`src/rtl/usb_utm_tx.sv`:
```
// USB 2.0 full-speed transmit serializer: SYNC, bit stuffing, NRZI and EOP
// generation behind a UTMI-style TxValid/TxReady byte handshake.
module usb_utm_tx #(
    parameter int CLK_PER_BIT  = 4,
    parameter int EOP_SE0_BITS = 2
) (
    input  logic       clk_48m,
    input  logic       rst_n,
    input  logic       tx_valid,
    input  logic [7:0] tx_data,
    output logic       tx_ready,
    output logic       tx_active,
    output logic       dp_tx,
    output logic       dn_tx,
    output logic       tx_oe
);

    localparam int CNT_W = $clog2(CLK_PER_BIT);
    localparam int EOP_W = $clog2(EOP_SE0_BITS + 1);
    localparam logic [CNT_W-1:0] LAST_CNT  = CNT_W'(CLK_PER_BIT - 1);
    localparam logic [CNT_W-1:0] READY_CNT = CNT_W'(CLK_PER_BIT - 2);
    localparam logic [EOP_W-1:0] EOP_LAST  = EOP_W'(EOP_SE0_BITS - 1);

    typedef enum logic [2:0] {
        S_IDLE,
        S_SYNC,
        S_DATA,
        S_EOP_SE0,
        S_EOP_J
    } state_t;

    state_t           r_state;
    logic [CNT_W-1:0] r_bit_cnt;
    logic [EOP_W-1:0] r_eop_cnt;
    logic [2:0]       r_bit_idx;
    logic [7:0]       r_byte;
    logic [2:0]       r_ones;
    logic             r_stuff;
    logic             r_dp;
    logic             r_dn;
    logic             r_oe;
    logic             r_active;
    logic             r_ready;

    logic       w_period_end;
    logic       w_ready_slot;
    logic       w_stuff_next;
    logic       w_byte_end;
    logic [2:0] w_next_idx;
    logic       w_send_bit;

    assign w_period_end = (r_bit_cnt == LAST_CNT);
    assign w_ready_slot = (r_bit_cnt == READY_CNT);
    assign w_stuff_next = !r_stuff && (r_ones == 3'd6);
    // A byte ends after bit 7, or after the stuff bit that bit 7 triggered.
    assign w_byte_end   = (r_bit_idx == 3'd7) && !w_stuff_next;
    assign w_next_idx   = r_bit_idx + 3'd1;
    assign w_send_bit   = w_byte_end ? tx_data[0] : r_byte[w_next_idx];

    always_ff @(posedge clk_48m or negedge rst_n) begin
        if (!rst_n) begin
            r_state   <= S_IDLE;
            r_bit_cnt <= '0;
            r_eop_cnt <= '0;
            r_bit_idx <= 3'd0;
            r_byte    <= 8'h00;
            r_ones    <= 3'd0;
            r_stuff   <= 1'b0;
            r_dp      <= 1'b1;
            r_dn      <= 1'b0;
            r_oe      <= 1'b0;
            r_active  <= 1'b0;
            r_ready   <= 1'b0;
        end else begin
            r_ready <= 1'b0;
            case (r_state)
                S_IDLE: begin
                    r_bit_cnt <= '0;
                    r_dp      <= 1'b1;
                    r_dn      <= 1'b0;
                    r_oe      <= 1'b0;
                    r_active  <= 1'b0;
                    if (tx_valid) begin
                        // SYNC bit 0 is a raw 0, so the line leaves J for K at once.
                        r_state   <= S_SYNC;
                        r_oe      <= 1'b1;
                        r_active  <= 1'b1;
                        r_dp      <= 1'b0;
                        r_dn      <= 1'b1;
                        r_byte    <= 8'h80;
                        r_bit_idx <= 3'd0;
                        r_ones    <= 3'd0;
                        r_stuff   <= 1'b0;
                    end
                end
                S_SYNC, S_DATA: begin
                    r_bit_cnt <= w_period_end ? '0 : r_bit_cnt + 1'b1;
                    if (w_ready_slot && w_byte_end) begin
                        r_ready <= 1'b1;
                    end
                    if (w_period_end) begin
                        r_stuff <= 1'b0;
                        if (w_stuff_next) begin
                            r_dp    <= ~r_dp;
                            r_dn    <= ~r_dn;
                            r_ones  <= 3'd0;
                            r_stuff <= 1'b1;
                        end else if (w_byte_end && !tx_valid) begin
                            r_state   <= S_EOP_SE0;
                            r_dp      <= 1'b0;
                            r_dn      <= 1'b0;
                            r_eop_cnt <= '0;
                        end else begin
                            if (w_byte_end) begin
                                r_state   <= S_DATA;
                                r_byte    <= tx_data;
                                r_bit_idx <= 3'd0;
                            end else begin
                                r_bit_idx <= w_next_idx;
                            end
                            if (w_send_bit) begin
                                r_ones <= r_ones + 3'd1;
                            end else begin
                                r_dp   <= ~r_dp;
                                r_dn   <= ~r_dn;
                                r_ones <= 3'd0;
                            end
                        end
                    end
                end
                S_EOP_SE0: begin
                    r_bit_cnt <= w_period_end ? '0 : r_bit_cnt + 1'b1;
                    if (w_period_end) begin
                        if (r_eop_cnt == EOP_LAST) begin
                            r_state <= S_EOP_J;
                            r_dp    <= 1'b1;
                            r_dn    <= 1'b0;
                        end else begin
                            r_eop_cnt <= r_eop_cnt + 1'b1;
                        end
                    end
                end
                S_EOP_J: begin
                    r_bit_cnt <= w_period_end ? '0 : r_bit_cnt + 1'b1;
                    if (w_period_end) begin
                        r_state  <= S_IDLE;
                        r_oe     <= 1'b0;
                        r_active <= 1'b0;
                    end
                end
                default: begin
                    r_state <= S_IDLE;
                end
            endcase
        end
    end

    assign tx_ready  = r_ready;
    assign tx_active = r_active;
    assign dp_tx     = r_dp;
    assign dn_tx     = r_dn;
    assign tx_oe     = r_oe;

endmodule

```
`config.mk`:
```
export PLATFORM = sky130hd
export DESIGN_NAME = usb_utm_tx
export DESIGN_NICKNAME = d
export VERILOG_FILES = /design/src/rtl/usb_utm_tx.sv
export SDC_FILE = /design/constraint.sdc
export NUM_CORES = 1
export LEC_CHECK = 0
export CORE_MARGIN = 4
export CORE_UTILIZATION = 28
export CTS_CLUSTER_SIZE = 40
export DETAILED_ROUTE_END_ITERATION = 7
export PLACE_DENSITY_LB_ADDON = 0.05
export SYNTH_ARGS = -nofsm -noshare
export SYNTH_HDL_FRONTEND = slang
export SYNTH_SLANG_ARGS = --single-unit
```
`constraint.sdc`:
```
create_clock -name clk_48m -period 2.93 [get_ports clk_48m]
set_input_delay 0.586 -clock clk_48m [delete_from_list [all_inputs] [get_ports clk_48m]]
set_output_delay 0.586 -clock clk_48m [all_outputs]
set_load 0.02 [all_outputs]
```
; ---- Word level (Yosys, flattened, before mapping)
; Index checks and enable logic that the tools add are counted.
[classes]
reduce_logical = 23
bitwise = 2
n_eq_ne = 22
n_addsub = 4
n_lt_le_gt_ge = 1
muxes = 61
[ops]
columns = operator, n
row1 = 2-to-1 mux 3 bit, 17
row2 = 2-to-1 mux 8 bit, 5
row3 = 2-to-1 mux 1 bit, 22
row4 = inequality test 2 bit (second input constant), 10
row5 = case mux 8 bit (2 select lines), 1
row6 = 2-to-1 mux 2 bit, 6
row7 = case mux 3 bit (2 select lines), 2
row8 = case mux 3 bit (4 select lines), 1
row9 = AND reduction 6 bit, 2
row10 = AND reduction 5 bit, 2
row11 = == test 3 bit (second input constant), 3
row12 = case mux 2 bit (2 select lines), 2
row13 = nonzero test 2 bit, 4
row14 = AND reduction 7 bit, 1
row15 = adder 3 x 1 -> 3 bit (second input constant), 2
row16 = == test 3 x 2 -> 1 bit (second input constant), 2
row17 = inequality test 3 bit (second input constant), 2
row18 = case mux 1 bit (3 select lines), 2
row19 = adder 2 x 1 -> 2 bit (second input constant), 2
row20 = == test 2 bit (second input constant), 2
row21 = logical AND 1 bit, 4
row22 = < comparator 3 x 4 -> 1 bit (second input constant), 1
row23 = inequality test 4 bit (second input constant), 1
row24 = case mux 1 bit (2 select lines), 2
row25 = 12 further kinds, 15
[word_totals]
output_inout_bits = 5
regBits = 26

; ---- Logic depth before layout (Yosys ltp)
; Gate-level depths: netlist of run 1.
[logic_depth]
ltp_word = 10
mapped_depth = 8
ltp_nobuf = 8

; ---- Least setup slack after synthesis of run 1
; OpenSTA, ideal clock, no wires.
[synth_path]
path_kind = register to register
startpoint = register r_bit_idx[0]
endpoint = register r_dn, in the netlist dn_tx
n_path_buf = 0
arrival_ps = 2082
stages_incl_launch_ff = 8
setup_ps = 104
slack_ps = 745
t_required_ps = 2826
path_cell_list = dfrtp_1 ha_1 mux2_4 a222oi_1 nand2_1 a311oi_2 a221oi_1 o311ai_1
[synth_between]
elab_chain_len = 7
[synth_rtl]
columns = element, line
row1 = "start, declared", 35  ; logic [2:0] r_bit_idx;
row2 = "start signal, assigned", 119  ; r_bit_idx <= w_next_idx;
row3 = "parallel branches: the longest is 7 deep, another holds adder 3 x 1 -> 3 bit", -
row4 = "end signal, assigned", 105  ; r_dn <= ~r_dn;
row5 = "end signal, assigned", 125  ; r_dn <= ~r_dn;
row6 = "end, declared", 40  ; logic r_dn;
; Parallel ways; which one is timed is not known. The select of a mux whose other input is x is not followed.
; A chain may end at the register's enable or synchronous reset.

; ---- Final worst setup path of run 1
; Same ends and word-level chain as after synthesis.

==> reports/qor.txt, run 1 <==
Floorplan die width: 82.56 um
Capturing point of the worst reg2reg path: dn_tx$_DFFE_PN0P_
Number of unique standard cell types used by synthesis: 45
Slowest library cell on the worst path: sky130_fd_sc_hd__dfrtp_1
Fillers: 537
Final-report max-slew violation count: 0
First-pass GRT wire length: 6423 um
Mean number of vias per cell: 5.137
Syn nets: 190
Internal: 0.0009379 W
Total power per unit cell area: 880.9 nW/um^2
Cell taking the most area after synthesis: sky130_fd_sc_hd__dfrtp_1
Biggest area contributors in the synthesized netlist: sky130_fd_sc_hd__dfrtp_1 (40%), sky130_fd_sc_hd__ha_1 (5.6%), sky130_fd_sc_hd__o21ai_0 (5.5%)
Post-cts gate resize count: 0
Source-to-sink clock delay at the later pin of the worst-skew pair: 0.28 ns
Top-area cell type share of the netlist area: 40.19%
Total of endpoints with negative setup slack in the final report: 0
Relative slew slack: 59.47%
Number of clock sinks: 26
Max-cap viol count: 0
Final worst path period share: 85.08%
Flop and latch count out of synthesis: 26
Htree depth: 1
Vias after detailed routing: 1310
Post-route ant nets: 0
Number of global-route vias before repair: 1338
Routed len/inst: 14.64 um
Asr flop ratio synth: 100.0%
Start point of the worst min-delay path: r_ones[2]$_DFFE_PN0P_
Estimated wirelength of the detail-placed design: 2732 um
Total negative slack: 0 ns
Classification of the worst setup path: flop to flop
Tot GR Track Use: 12.24%
Run status: finished, final reports clean
Tightest hold margin: 0.4971 ns
1st-iter DRT viols: 102
Sequential element share of the synthesized area: 41.88%
Root Buffer: sky130_fd_sc_hd__clkbuf_8
Critical path arrival: 2.68 ns
CP max FO: 6
Final instance area: 1832 sq um
Dominant delay contributor by cell family on the critical path: compound AO/OA/AOI/OAI gates
Area of combinational cells with multiple inputs: 819.5 sq um
Top FF cell, synth: sky130_fd_sc_hd__dfrtp_1
Drt first pass iters: 4
Hold WC Path Type: flop to flop
Clock skew: 0.008611 ns
CORE AREA: 5238 sq um
Total setup buffers inserted after CTS: 0
Number of inserted diodes: 0
IO Pins: 16
Reg area: 651.9 sq um
DRT Wirelength: 3732 um
Worst slew pin tran: 0.6079 ns
Die ar.: 6816 sq um
Startpoint kind of the worst setup timing path: flop
Cell row count: 26
Post-synthesis instance area: 1556 sq um
Worst flop-to-flop path startpoint: r_bit_idx[0]$_DFFE_PN0P_
Most instantiated library cell after synthesis: sky130_fd_sc_hd__dfrtp_1
Synth cell count leaders: sky130_fd_sc_hd__dfrtp_1 (25), sky130_fd_sc_hd__nand2_1 (19), sky130_fd_sc_hd__o21ai_0 (17), sky130_fd_sc_hd__inv_1 (12), sky130_fd_sc_hd__nor2_1 (12)
Critical path buffers and inverters: 0
Number of remaining DRC errors: 0
Worst hold path stage count: 1
Slowest cell delay on critical path: 0.47 ns
Number of cells produced by synthesis: 172
Worst-case vdd ir drop: 0.2409 mV
Clock tree from TritonCTS: yes
Initial antenna violation count: 0
Part of the total power dissipated in sequential elements: 37.0%
CP Capture Type: flop
Depth of the most critical reg-to-reg path: 7
Number of port buffers: 15
Fraction of power spent switching nets: 41.87%
Count of hold buffers inserted by post-cts repair: 0
Unrepaired setup endpoints after global routing: false
Largest net degree at the start of global routing: 27
Average cell area after synthesis: 9.049 sq um
Global-route congestion overflow total: 0
CP cell instances: ha_1 > mux2_4 > a222oi_1 > nand2_1 > a311oi_2 > a221oi_1 > o311ai_1
Part of the total power dissipated in the clock network: 15.0%
Switching power summed over all nets: 0.0006756 W
TritonCTS Buffers: 3
Nets@finish: 204
Final hold vios: 0
Floorplan die height: 82.56 um
Hold path endpoint: r_ones[2]$_DFFE_PN0P_
Yosys synthesis warning count: 0
Starting Density: 29.72%
Post-Route Utilization: 34.97%
Final estimated routing congestion in global placement: 0.7357
DP Area: 1777 sq um
Area delta synth->final: 17.69%
Number of buffers on the longest clock path: 2
Fraction of layout instances using a drive strength above 1: 9.189%
Leakage: 0.7997 nW
Reg2reg setup slack: 0.44 ns
Number of enable flip-flop cells after synthesis: 0
Required time of the critical path: 3.11 ns
Shortest period the worst path allows: 2.493 ns
Gate power share: 48.0%
Reg clk slew, reported paths: 0.10 ns
FMAX: 401.2 MHz
-- cells by family (layout without fill, tap and decap cells) --
logic type / count (synthesis) / after routing / synth area share, %
buf+inv: 21 / 34 / 5.466
flops: 26 / 26 / 41.88
fa+ha+maj: 7 / 7 / 5.627
simple gates: 59 / 59 / 18.09
mux: 7 / 7 / 5.144
xor+xnor: 2 / 2 / 1.126
compound gates: 50 / 50 / 22.67
-- metal layers --
layer  part of all wire [%]  track usage, %
met5                      0               0
met1                     45           16.23
met3                    3.4           2.278
met2                     51           20.35
met4                   0.54           3.268
-- registers in the layout, indices dropped and copies added, names as in the netlist --
register / flops
dn_tx: 1
dp_tx: 1
r_bit_cnt: 2
r_bit_idx: 3
r_byte: 8
r_eop_cnt: 2
r_ones: 3
r_state: 3
r_stuff: 1
tx_active: 1
tx_ready: 1
-- final cells by class --
cell class / instances / share of cell area, %
clock buffer: 4 / 3.005
tap: 70 / 4.781
multi-input combinational: 125 / 44.74
sequential: 26 / 35.59
timing repair buffer: 18 / 9.426
inverter: 12 / 2.459
-- power groups by stage --
stage | clock, W | sequential [W] | combinational [W]
2_1_floorplan | 0 | 0.000567 | 0.000604
3_3_place_gp | 0 | 0.000599 | 0.000778
3_5_place_dp | 0 | 0.000603 | 0.000782
4_1_cts | 0.000252 | 0.000596 | 0.000788
5_1_grt | 0.000266 | 0.000615 | 0.000887
6_report | 0.000241 | 0.000597 | 0.000775
-- per-stage QoR --
| stage | worst slack, ns | std cells | power [W] |
|---|---|---|---|
| final | 0.4373 | 255 | 0.001614 |
| after global routing | 0.3564 | 255 | 0.001768 |
| after CTS | 0.4164 | 255 | 0.001635 |
| after floorplan | 0.7446 | 172 | 0.001171 |
| after detailed placement | 0.4351 | 251 | 0.001385 |
| after global placement | 0.4794 | 251 | 0.001377 |
-- layout by cell type, fill, tap and decap left out, types with 4 or more instances in the layout --
cell type	count
sky130_fd_sc_hd__clkbuf_8	4
sky130_fd_sc_hd__a22o_1	8
sky130_fd_sc_hd__dfrtp_1	25
sky130_fd_sc_hd__nor3_1	4
sky130_fd_sc_hd__a21oi_1	5
sky130_fd_sc_hd__inv_1	12
sky130_fd_sc_hd__ha_1	7
sky130_fd_sc_hd__nor2b_1	4
sky130_fd_sc_hd__o21ai_0	17
sky130_fd_sc_hd__clkdlybuf4s50_1	15
sky130_fd_sc_hd__nand2_1	19
sky130_fd_sc_hd__nand3_1	6
sky130_fd_sc_hd__nor2_1	12
sky130_fd_sc_hd__mux2_2	4
-- worst max-delay path by stage --
stage / start / end / slack [ns] / depth (start not counted)
after global routing: r_bit_idx[0]$_DFFE_PN0P_ / dn_tx$_DFFE_PN0P_ / 0.36 / 7
after global placement: r_bit_idx[0]$_DFFE_PN0P_ / dn_tx$_DFFE_PN0P_ / 0.48 / 7
after CTS: r_bit_idx[0]$_DFFE_PN0P_ / dn_tx$_DFFE_PN0P_ / 0.42 / 7
final: r_bit_idx[0]$_DFFE_PN0P_ / dn_tx$_DFFE_PN0P_ / 0.44 / 7
after detailed placement: r_bit_idx[0]$_DFFE_PN0P_ / dn_tx$_DFFE_PN0P_ / 0.44 / 7
after floorplan: r_bit_idx[0]$_DFFE_PN0P_ / dn_tx$_DFFE_PN0P_ / 0.74 / 7
Note: power is estimated with default switching activity, not from simulation.
==> inputs of run 2 (changes only) <==
--- a/config.mk
+++ b/config.mk
@@ -9,6 +9,7 @@
 export CORE_UTILIZATION = 28
 export CTS_CLUSTER_SIZE = 40
 export DETAILED_ROUTE_END_ITERATION = 7
+export HOLD_SLACK_MARGIN = 0.1
 export PLACE_DENSITY_LB_ADDON = 0.05
 export SYNTH_ARGS = -nofsm -noshare
 export SYNTH_HDL_FRONTEND = slang
==> results of run 2 <==
No change in the layout: final DEF, timing and power equal those of run 1.
